<file path="src/rtl/game_pkg.sv">
// Shared game definitions: top-level state codes, button bit positions,
// router FSM states, and small decode helpers used by button_router.
package game_pkg;

  localparam logic [3:0] ST_MENU        = 4'b0000;
  localparam logic [3:0] ST_VOL         = 4'b0001;
  localparam logic [3:0] ST_POKE        = 4'b0010;
  localparam logic [3:0] ST_POKE_OVER   = 4'b0011;
  localparam logic [3:0] ST_FRUIT       = 4'b0100;
  localparam logic [3:0] ST_POTION      = 4'b0101;
  localparam logic [3:0] ST_POTION_INIT = 4'b0110;
  localparam logic [3:0] ST_POTION_OVER = 4'b0111;
  localparam logic [3:0] ST_POTION_WIN  = 4'b1000;
  localparam logic [3:0] ST_FRUIT_OVER  = 4'b1001;

  // Bit positions in the {C,U,D,L,R} button bus; a higher index wins priority.
  localparam int BTN_R = 0;
  localparam int BTN_L = 1;
  localparam int BTN_D = 2;
  localparam int BTN_U = 3;
  localparam int BTN_C = 4;

  localparam int CNT_W = 10;

  typedef enum logic [1:0] {
    BLANK   = 2'd0,
    ACTIVE  = 2'd1,
    HOLDOFF = 2'd2
  } router_fsm_e;

  typedef enum logic [2:0] {
    DST_NONE   = 3'd0,
    DST_MENU   = 3'd1,
    DST_VOL    = 3'd2,
    DST_POKE   = 3'd3,
    DST_FRUIT  = 3'd4,
    DST_POTION = 3'd5,
    DST_PAGE   = 3'd6
  } route_e;

  function automatic route_e route_of(input logic [3:0] st);
    route_e r;
    case (st)
      ST_MENU:        r = DST_MENU;
      ST_VOL:         r = DST_VOL;
      ST_POKE:        r = DST_POKE;
      ST_FRUIT:       r = DST_FRUIT;
      ST_POTION:      r = DST_POTION;
      ST_POKE_OVER,
      ST_POTION_OVER,
      ST_POTION_WIN,
      ST_FRUIT_OVER:  r = DST_PAGE;
      ST_POTION_INIT: r = DST_NONE;
      default:        r = DST_NONE;
    endcase
    return r;
  endfunction

  function automatic logic [2:0] popcount5(input logic [4:0] v);
    logic [2:0] n;
    n = 3'd0;
    for (int i = 0; i < 5; i++) begin
      n = n + {2'b00, v[i]};
    end
    return n;
  endfunction

endpackage

</file>
<file path="src/rtl/btn_priority_pick.sv">
// Combinational priority select over the 5-bit button bus (C > U > D > L > R):
// returns the single winning bit and the mask of bits that lost.
module btn_priority_pick
  import game_pkg::*;
(
  input  logic [4:0] req,
  output logic [4:0] grant,
  output logic [4:0] losers
);

  genvar gi;
  generate
    for (gi = BTN_R; gi <= BTN_C; gi = gi + 1) begin : g_pick
      if (gi == BTN_C) begin : g_top
        assign grant[gi] = req[gi];
      end else begin : g_low
        assign grant[gi] = req[gi] & ~(|req[BTN_C:gi+1]);
      end
    end
  endgenerate

  assign losers = req & ~grant;

endmodule

</file>
<file path="src/rtl/button_router.sv">
// Routes single-pulse button presses to the consumer selected by `state`, with
// input blanking after state changes and optional hold-off. Optional macro
// BUTTON_ROUTER_DROP_CNT_EN adds a saturating dropped-press counter (drop_cnt).
module button_router
  import game_pkg::*;
#(
  parameter int BLANK_CYCLES = 200,
  parameter int GAP_CYCLES   = 0
) (
  input  logic       clk,
  input  logic       rst_n,
  input  logic [4:0] btn_in,
  input  logic [3:0] state,
  output logic [4:0] btn_menu,
  output logic [4:0] btn_vol,
  output logic [4:0] btn_poke,
  output logic [4:0] btn_fruit,
  output logic [4:0] btn_potion,
  output logic [4:0] btn_page,
`ifdef BUTTON_ROUTER_DROP_CNT_EN
  output logic [7:0] drop_cnt,
`endif
  output logic       input_blank
);

  generate
    if (BLANK_CYCLES < 1 || BLANK_CYCLES > 1023) begin : g_bad_blank
      $error("button_router: BLANK_CYCLES must be in 1..1023");
    end
    if (GAP_CYCLES < 0 || GAP_CYCLES > 1023) begin : g_bad_gap
      $error("button_router: GAP_CYCLES must be in 0..1023");
    end
  endgenerate

  // The change cycle is itself the first blanked cycle, so a change reloads one
  // less than reset does; with a one-cycle blank the change cycle is all of it.
  localparam bit               CHG_TO_BLANK = (BLANK_CYCLES > 1);
  localparam bit               GAP_EN       = (GAP_CYCLES > 0);
  localparam logic [CNT_W-1:0] BLANK_RELOAD = CNT_W'(BLANK_CYCLES - 1);
  localparam logic [CNT_W-1:0] CHG_RELOAD   = CHG_TO_BLANK ? CNT_W'(BLANK_CYCLES - 2) : '0;
  localparam logic [CNT_W-1:0] GAP_RELOAD   = GAP_EN ? CNT_W'(GAP_CYCLES - 1) : '0;

  router_fsm_e      fsm_reg, fsm_next;
  logic [CNT_W-1:0] blank_cnt_reg, blank_cnt_next;
  logic [CNT_W-1:0] gap_cnt_reg, gap_cnt_next;
  logic [3:0]       state_q;
  logic             chg;
  logic             blank_now;
  logic             fwd;
  logic [4:0]       grant;
  logic [4:0]       pick_losers;
  route_e           dest;

  btn_priority_pick u_pick (
    .req    (btn_in),
    .grant  (grant),
    .losers (pick_losers)
  );

  assign chg       = (state != state_q);
  assign dest      = route_of(state);
  assign blank_now = chg || (fsm_reg == BLANK);

  always_comb begin
    fsm_next       = fsm_reg;
    blank_cnt_next = blank_cnt_reg;
    gap_cnt_next   = gap_cnt_reg;
    fwd            = 1'b0;
    if (chg) begin
      fsm_next       = CHG_TO_BLANK ? BLANK : ACTIVE;
      blank_cnt_next = CHG_RELOAD;
    end else begin
      case (fsm_reg)
        BLANK: begin
          if (blank_cnt_reg == '0) begin
            fsm_next = ACTIVE;
          end else begin
            blank_cnt_next = blank_cnt_reg - CNT_W'(1);
          end
        end
        ACTIVE: begin
          if ((|grant) && (dest != DST_NONE)) begin
            fwd = 1'b1;
            if (GAP_EN) begin
              fsm_next     = HOLDOFF;
              gap_cnt_next = GAP_RELOAD;
            end
          end
        end
        HOLDOFF: begin
          if (gap_cnt_reg == '0) begin
            fsm_next = ACTIVE;
          end else begin
            gap_cnt_next = gap_cnt_reg - CNT_W'(1);
          end
        end
        default: begin
          fsm_next       = BLANK;
          blank_cnt_next = BLANK_RELOAD;
        end
      endcase
    end
  end

  always_ff @(posedge clk or negedge rst_n) begin
    if (!rst_n) begin
      fsm_reg       <= BLANK;
      blank_cnt_reg <= BLANK_RELOAD;
      gap_cnt_reg   <= '0;
      state_q       <= ST_MENU;
    end else begin
      fsm_reg       <= fsm_next;
      blank_cnt_reg <= blank_cnt_next;
      gap_cnt_reg   <= gap_cnt_next;
      state_q       <= state;
    end
  end

  always_ff @(posedge clk or negedge rst_n) begin
    if (!rst_n) begin
      btn_menu    <= '0;
      btn_vol     <= '0;
      btn_poke    <= '0;
      btn_fruit   <= '0;
      btn_potion  <= '0;
      btn_page    <= '0;
      input_blank <= 1'b1;
    end else begin
      btn_menu    <= (fwd && dest == DST_MENU)   ? grant : 5'b0;
      btn_vol     <= (fwd && dest == DST_VOL)    ? grant : 5'b0;
      btn_poke    <= (fwd && dest == DST_POKE)   ? grant : 5'b0;
      btn_fruit   <= (fwd && dest == DST_FRUIT)  ? grant : 5'b0;
      btn_potion  <= (fwd && dest == DST_POTION) ? grant : 5'b0;
      btn_page    <= (fwd && dest == DST_PAGE)   ? grant : 5'b0;
      input_blank <= blank_now;
    end
  end

`ifdef BUTTON_ROUTER_DROP_CNT_EN
  // A forwarded cycle drops only the priority losers; any other cycle drops all.
  logic [2:0] drop_inc;
  logic [8:0] drop_sum;

  assign drop_inc = fwd ? popcount5(pick_losers) : popcount5(btn_in);
  assign drop_sum = {1'b0, drop_cnt} + {6'b0, drop_inc};

  always_ff @(posedge clk or negedge rst_n) begin
    if (!rst_n) begin
      drop_cnt <= '0;
    end else if (chg) begin
      drop_cnt <= '0;
    end else if (drop_sum[8]) begin
      drop_cnt <= 8'hFF;
    end else begin
      drop_cnt <= drop_sum[7:0];
    end
  end
`else
  logic unused_losers;
  assign unused_losers = ^pick_losers;
`endif

endmodule
</file>
<file path="config.mk">
export PLATFORM = sky130hd
export DESIGN_NAME = button_router
export DESIGN_NICKNAME = d
export VERILOG_FILES = /design/src/rtl/game_pkg.sv /design/src/rtl/btn_priority_pick.sv /design/src/rtl/button_router.sv
export SDC_FILE = /design/constraint.sdc
export NUM_CORES = 1
export LEC_CHECK = 0
export ABC_CLOCK_PERIOD_IN_PS = 2300
export BUFFER_PORTS_ARGS = -buffer_cell sky130_fd_sc_hd__buf_2
export CORE_MARGIN = 5
export CORE_UTILIZATION = 40
export DETAILED_ROUTE_END_ITERATION = 10
export GPL_TIMING_DRIVEN = 1
export PLACE_DENSITY = 0.61
export SYNTH_ARGS = -nofsm -noshare
export SYNTH_HDL_FRONTEND = slang
export SYNTH_SLANG_ARGS = --single-unit
export TNS_END_PERCENT = 10
</file>
<file path="constraint.sdc">
create_clock -name clk -period 2.3 [get_ports clk]
set_input_delay 0.46 -clock clk [delete_from_list [all_inputs] [get_ports clk]]
set_output_delay 0.46 -clock clk [all_outputs]
set_load 0.01 [all_outputs]
</file>
# Word-level counts from Yosys, hierarchy flattened
# Memories as Yosys holds them, arrays and structs flattened.
# Index checks and enable logic that the tools add are counted.
[op_classes]
addsub = 2
eq_ne = 14
muxes = 16
bitwise_logic = 10
reduce_logical = 20
[ops]
columns = ["cell", "n"]
rows = [
  ["$mux W5", 6],
  ["$logic_not A10 Y1", 2],
  ["$mux W10", 2],
  ["$pmux W10 S2", 1],
  ["$sub A10 B1 Y10 const B", 2],
  ["$eq A3 B3 Y1 const B", 3],
  ["$logic_and A1 B1 Y1", 7],
  ["$eq A3 B2 Y1 const B", 2],
  ["$mux W2", 3],
  ["$ne A3 B3 Y1 const B", 2],
  ["$not A1 Y1", 6],
  ["$pmux W2 S3", 1],
  ["$reduce_and A3 Y1", 2],
  ["$reduce_or A5 Y1", 1],
  ["$and A1 B1 Y1", 4],
  ["$ne A4 B4 Y1", 1],
  ["$reduce_or A2 Y1", 2],
  ["$reduce_or A4 Y1", 1],
  ["$eq A3 B1 Y1 const B", 1],
  ["$mux W1", 3],
  ["$ne A3 B2 Y1 const B", 1],
  ["$reduce_bool A3 Y1", 1],
  ["$reduce_or A3 Y1", 1],
  ["$eq A2 B1 Y1 const B", 1],
  ["other kinds (6)", 6],
]
[totals]
register_bits = 57
mem_bits_ro = 48
output_inout_bits = 31
n_memories = 1
[memory_table]
columns = ["name", "words", "width", "rd", "rd_clocked_by_memory_dff", "write_ports", "line_no", "text"]
rows = [
  ["(no name shown)", 16, 3, 1, 0, 0, "game_pkg.sv:43", "case (st)"],
]

# Longest topological paths before layout
[logic_depth]
ltp_word = 10
ltp_mapped = 6
ltp_nobuf = 6

# Modules after synthesis
# A second synthesis with hierarchy kept.
[unflattened]
hier_cells = 163
area_unflattened_um2 = 1893.1
[modules_own_cells]
columns = ["module", "instances", "cells_per_inst", "area_per_inst_um2", "seq_area_each_um2"]
rows = [
  ["button_router", 1, 151, 1803.0, 1158.6],
  ["btn_priority_pick", 1, 12, 90.1, 0.0],
]

# Least setup slack after synthesis
# Ideal clock, no wire load.
[synth_timing]
path_kind = "reg2reg"
start = "register blank_cnt_reg[0]"
end = "register blank_cnt_reg[4]"
setup_time_ps = 77
t_arrival_ps = 1685
slack_ps = 538
stages_incl_launch_ff = 7
path_buffers = 0
period_less_slack_ps = 1762
path_cell_list = "dfstp_2 -> inv_1 -> ha_1 -> nor3b_1 -> and2_1 -> or4_1 -> a21oi_1"
[synth_between]
elab_chain_len = 4
word_cells_on_any_way = 7
cone_classes = "add/sub (1); eq/ne (1); mux (3); reduce/logical (2)"
[synth_lines]
columns = ["element", "line_no", "text"]
rows = [
  ["start: declaration", "button_router.sv:44", "logic [CNT_W-1:0] blank_cnt_reg, blank_cnt_next;"],
  ["start signal: assignment", "button_router.sv:113", "blank_cnt_reg <= blank_cnt_next;"],
  ["$sub A10 B1 Y10", "button_router.sv:78", "blank_cnt_next = blank_cnt_reg - CNT_W'(1);"],
  ["$mux W10", "button_router.sv:75", "if (blank_cnt_reg == '0) begin"],
  ["$pmux W10 S2", "button_router.sv:73", "case (fsm_reg)"],
  ["$mux W10", "button_router.sv:69", "if (chg) begin"],
]
# Parallel ways exist; a longest one is shown, timed or not. The select of a mux whose other input is x is not followed.
# A chain may end at the register's enable or synchronous reset.

# Worst setup path in the final report
# Ends and elaborated chain as after synthesis.

==> load_flow_metrics.sql <==
INSERT INTO impl_metrics (metric_group, metric, value, unit) VALUES
('finish', 'largest_reg_flops', '10', ''),
('sta', 'grt_setup_unrepaired', 'no', ''),
('global_route', 'maximum_number_of_pins_on_one_net_before_global_route_repair', '31', ''),
('clock_network', 'clk_pin_slew_worst_paths', '0.08', 'ns'),
('floorplanning', 'num_rows', '25', ''),
('setup_path', 'worst_r2r_path_depth', '6', ''),
('place', 'place.detailed.hpwl', '2940', 'µm'),
('place', 'io_buffer_count', '41', ''),
('sta', 'final_max_slew_viol_count', '0', ''),
('pwr', 'power.switching_fraction', '0.232', ''),
('clock_network', 'cts.hold.buffers_added', '0', ''),
('setup_path', 'crit_end', 'blank_cnt_reg[4]$_DFFE_PN0P_', ''),
('sta', 'post-route-period-util', '0.812', ''),
('synthesis', 'asyncSetResetFlopFracSynth', '1.00', ''),
('global_route', 'first_global_vias', '1378', ''),
('setup_path', 'critPathLaunch', 'blank_cnt_reg[0]$_DFFE_PN1P_', ''),
('clock_network', 'cts.root.buffer_cell', 'clkbuf_8', ''),
('route', 'drt_iter0_markers', '73', ''),
('synthesis', 'synth.distinct_cells', '40', ''),
('clock_network', 'ctsHtreeMaxLevel', '2', ''),
('floorplanning', 'start_util', '0.412', ''),
('clock_network', 'cts.repair_timing.setup_buffer_count', '0', ''),
('finish', 'layout.cells.most_common_list', 'buf_2, dfrtp_1, nor2_1, nand2_1, xnor2_1', ''),
('clock_network', 'clock_tree.buffer_depth', '2', ''),
('sta', 'fin_setup_tns', '0', 'ns'),
('floorplanning', 'core-area', '0.00472', 'mm²'),
('route', 'route.detailed.wl_per_inst', '14.0', 'µm'),
('finish', 'final_cell_count_no_fill', '283', ''),
('finish', 'multi_input_area', '739', 'µm²'),
('setup_path', 'critical_path.max_stage_delay', '0.55', 'ns'),
('pwr', 'reported_net_switching_power', '0.316', 'mW'),
('synthesis', 'number_of_enable_type_register_cells_in_the_synthesized_netlist', '0', ''),
('pwr', 'ratio_of_total_power_to_cell_area', '591', 'mW/mm²'),
('global_route', 'first_pass_grt_wire_length', '6550', 'µm'),
('route', 'drt-pass1-iter-count', '4', ''),
('clock_network', 'cts.repair.resized', '0', ''),
('setup_path', 'regToRegStartpoint', 'blank_cnt_reg[0]$_DFFE_PN1P_', ''),
('place', 'dpl.cell_count', '276', ''),
('floorplanning', 'die-area', '0.00636', 'mm²'),
('sta', 'final.min_clock_period', '1.87', 'ns'),
('floorplanning', 'io_pins', '42', ''),
('clock_network', 'clk_latency', '0.30', 'ns'),
('floorplanning', 'die-width', '79.7', 'µm'),
('sta', 'whs', '0.201', 'ns'),
('sta', 'finalClockSkew', '0.00682', 'ns'),
('floorplanning', 'dieHeight', '79.7', 'µm'),
('synthesis', 'synthesis.yosys.warnings', '0', ''),
('clock_network', 'cts_inserted_buffers', '5', ''),
('route', 'viasPerCell', '4.94', ''),
('global_route', 'track_usage', '0.139', ''),
('finish', 'diodes', '0', ''),
('synthesis', 'synth_seq_area_share', '0.595', ''),
('run', 'max_cap_violations', '0', ''),
('pwr', 'power.combinational.fraction', '0.063', ''),
('finish', 'mostFrequentLayoutCell', 'buf_2', ''),
('finish', 'register_area', '0.00116', 'mm²'),
('finish', 'utilization', '0.489', ''),
('clock_network', 'cts.sinks', '46', ''),
('pwr', 'power.share.clock', '0.337', ''),
('status', 'run_status', 'completed', ''),
('worst_hold_path', 'min-delay-path-class', 'in2async', ''),
('synthesis', 'ys_seq_elements', '46', ''),
('clock_network', 'cts_tree', 'built', ''),
('sta', 'max_clock_freq', '535', 'MHz'),
('setup_path', 'critPathArrivalTime', '2.10', 'ns'),
('route', 'antenna_left', '0', ''),
('route', 'num_vias', '1399', ''),
('pwr', 'irDropWorstVdd', '0.000377', 'V'),
('setup_path', 'critPathCaptureType', 'register', ''),
('synthesis', 'synth.net_count', '183', ''),
('finish', 'design.final.nets', '229', '');
synthesized netlist by cell type, drive strengths merged, types with 3 or more instances:
library cell	count	area share
a21oi	6	0.015
a211oi	3	0.017
nand3b	3	0.012
xnor2	9	0.041
and4	3	0.014
nor2	34	0.067
nand2	11	0.021
nand4	4	0.013
inv	6	0.012
dfrtp	40	0.51
buf	5	0.013
o21ai	4	0.010
dfstp	6	0.081
nor3	6	0.021
per-layer routing:
metal,part of all wire,vias up,GRT usage,routed length (µm)
met2,0.48,31,0.215,1900
met3,0.036,9,0.0361,141
met1,0.46,686,0.179,1810
met4,0.025,0,0.0709,99
li1,-,673,-,-
met5,0,-,0,0
cells by family after synthesis:
logic type / after synthesis / share of synthesized area
AO/OA/AOI/OAI: 19 / 0.0759
XOR/XNOR: 9 / 0.0405
adder cells (fa/ha/maj): 2 / 0.0129
buffers and inverters: 11 / 0.0244
flip-flops: 46 / 0.595
multiplexers: 3 / 0.0161
AND/OR/NAND/NOR: 80 / 0.235
final cells by class:
class                           count  area share
Inverter                            6     0.00975
Timing Repair Buffer               44      0.0985
Sequential cell                    46       0.501
Clock inverter                      2     0.00433
Multi-Input combinational cell    113       0.320
Tap cell                           67      0.0363
Clock buffer                        5      0.0298
through the flow:
step                      area (µm²)  setup slack (ns)  power, mW
final                           2310             0.432       1.37
after detailed placement        2230             0.449      0.921
after floorplan                 1950             0.538      0.881
after CTS                       2310             0.425       1.37
after global routing            2310             0.323       1.44
after global placement          2230             0.452      0.921
how the worst min path moves through the flow:
stage	cells after the start	end	slack (ns)
5_1_grt	1	blank_cnt_reg[3]$_DFFE_PN0P_	0.24
6_report	1	blank_cnt_reg[3]$_DFFE_PN0P_	0.20
3_5_place_dp	1	input_blank$_DFF_PN1_	0.50
4_1_cts	1	btn_page[1]$_DFF_PN0_	0.21
2_1_floorplan	0	blank_cnt_reg[3]$_DFFE_PN0P_	0.16
3_3_place_gp	1	input_blank$_DFF_PN1_	0.51
power groups by stage:
stage	clock network (mW)	logic, mW	registers (mW)
2_1_floorplan	0	0.0473	0.834
3_3_place_gp	0	0.0870	0.834
3_5_place_dp	0	0.0870	0.834
4_1_cts	0.469	0.0873	0.818
5_1_grt	0.522	0.0999	0.819
6_report	0.460	0.0863	0.818
worst max-delay path: cells and delay by family (launching register included):
kind	cells	cell delay (ns)
flip-flops	1	0.55
AND/OR/NAND/NOR	3	0.85
adder cells (fa/ha/maj)	1	0.22
buffers and inverters	1	0.06
AO/OA/AOI/OAI	1	0.13
(Power assumes the default switching activity.)
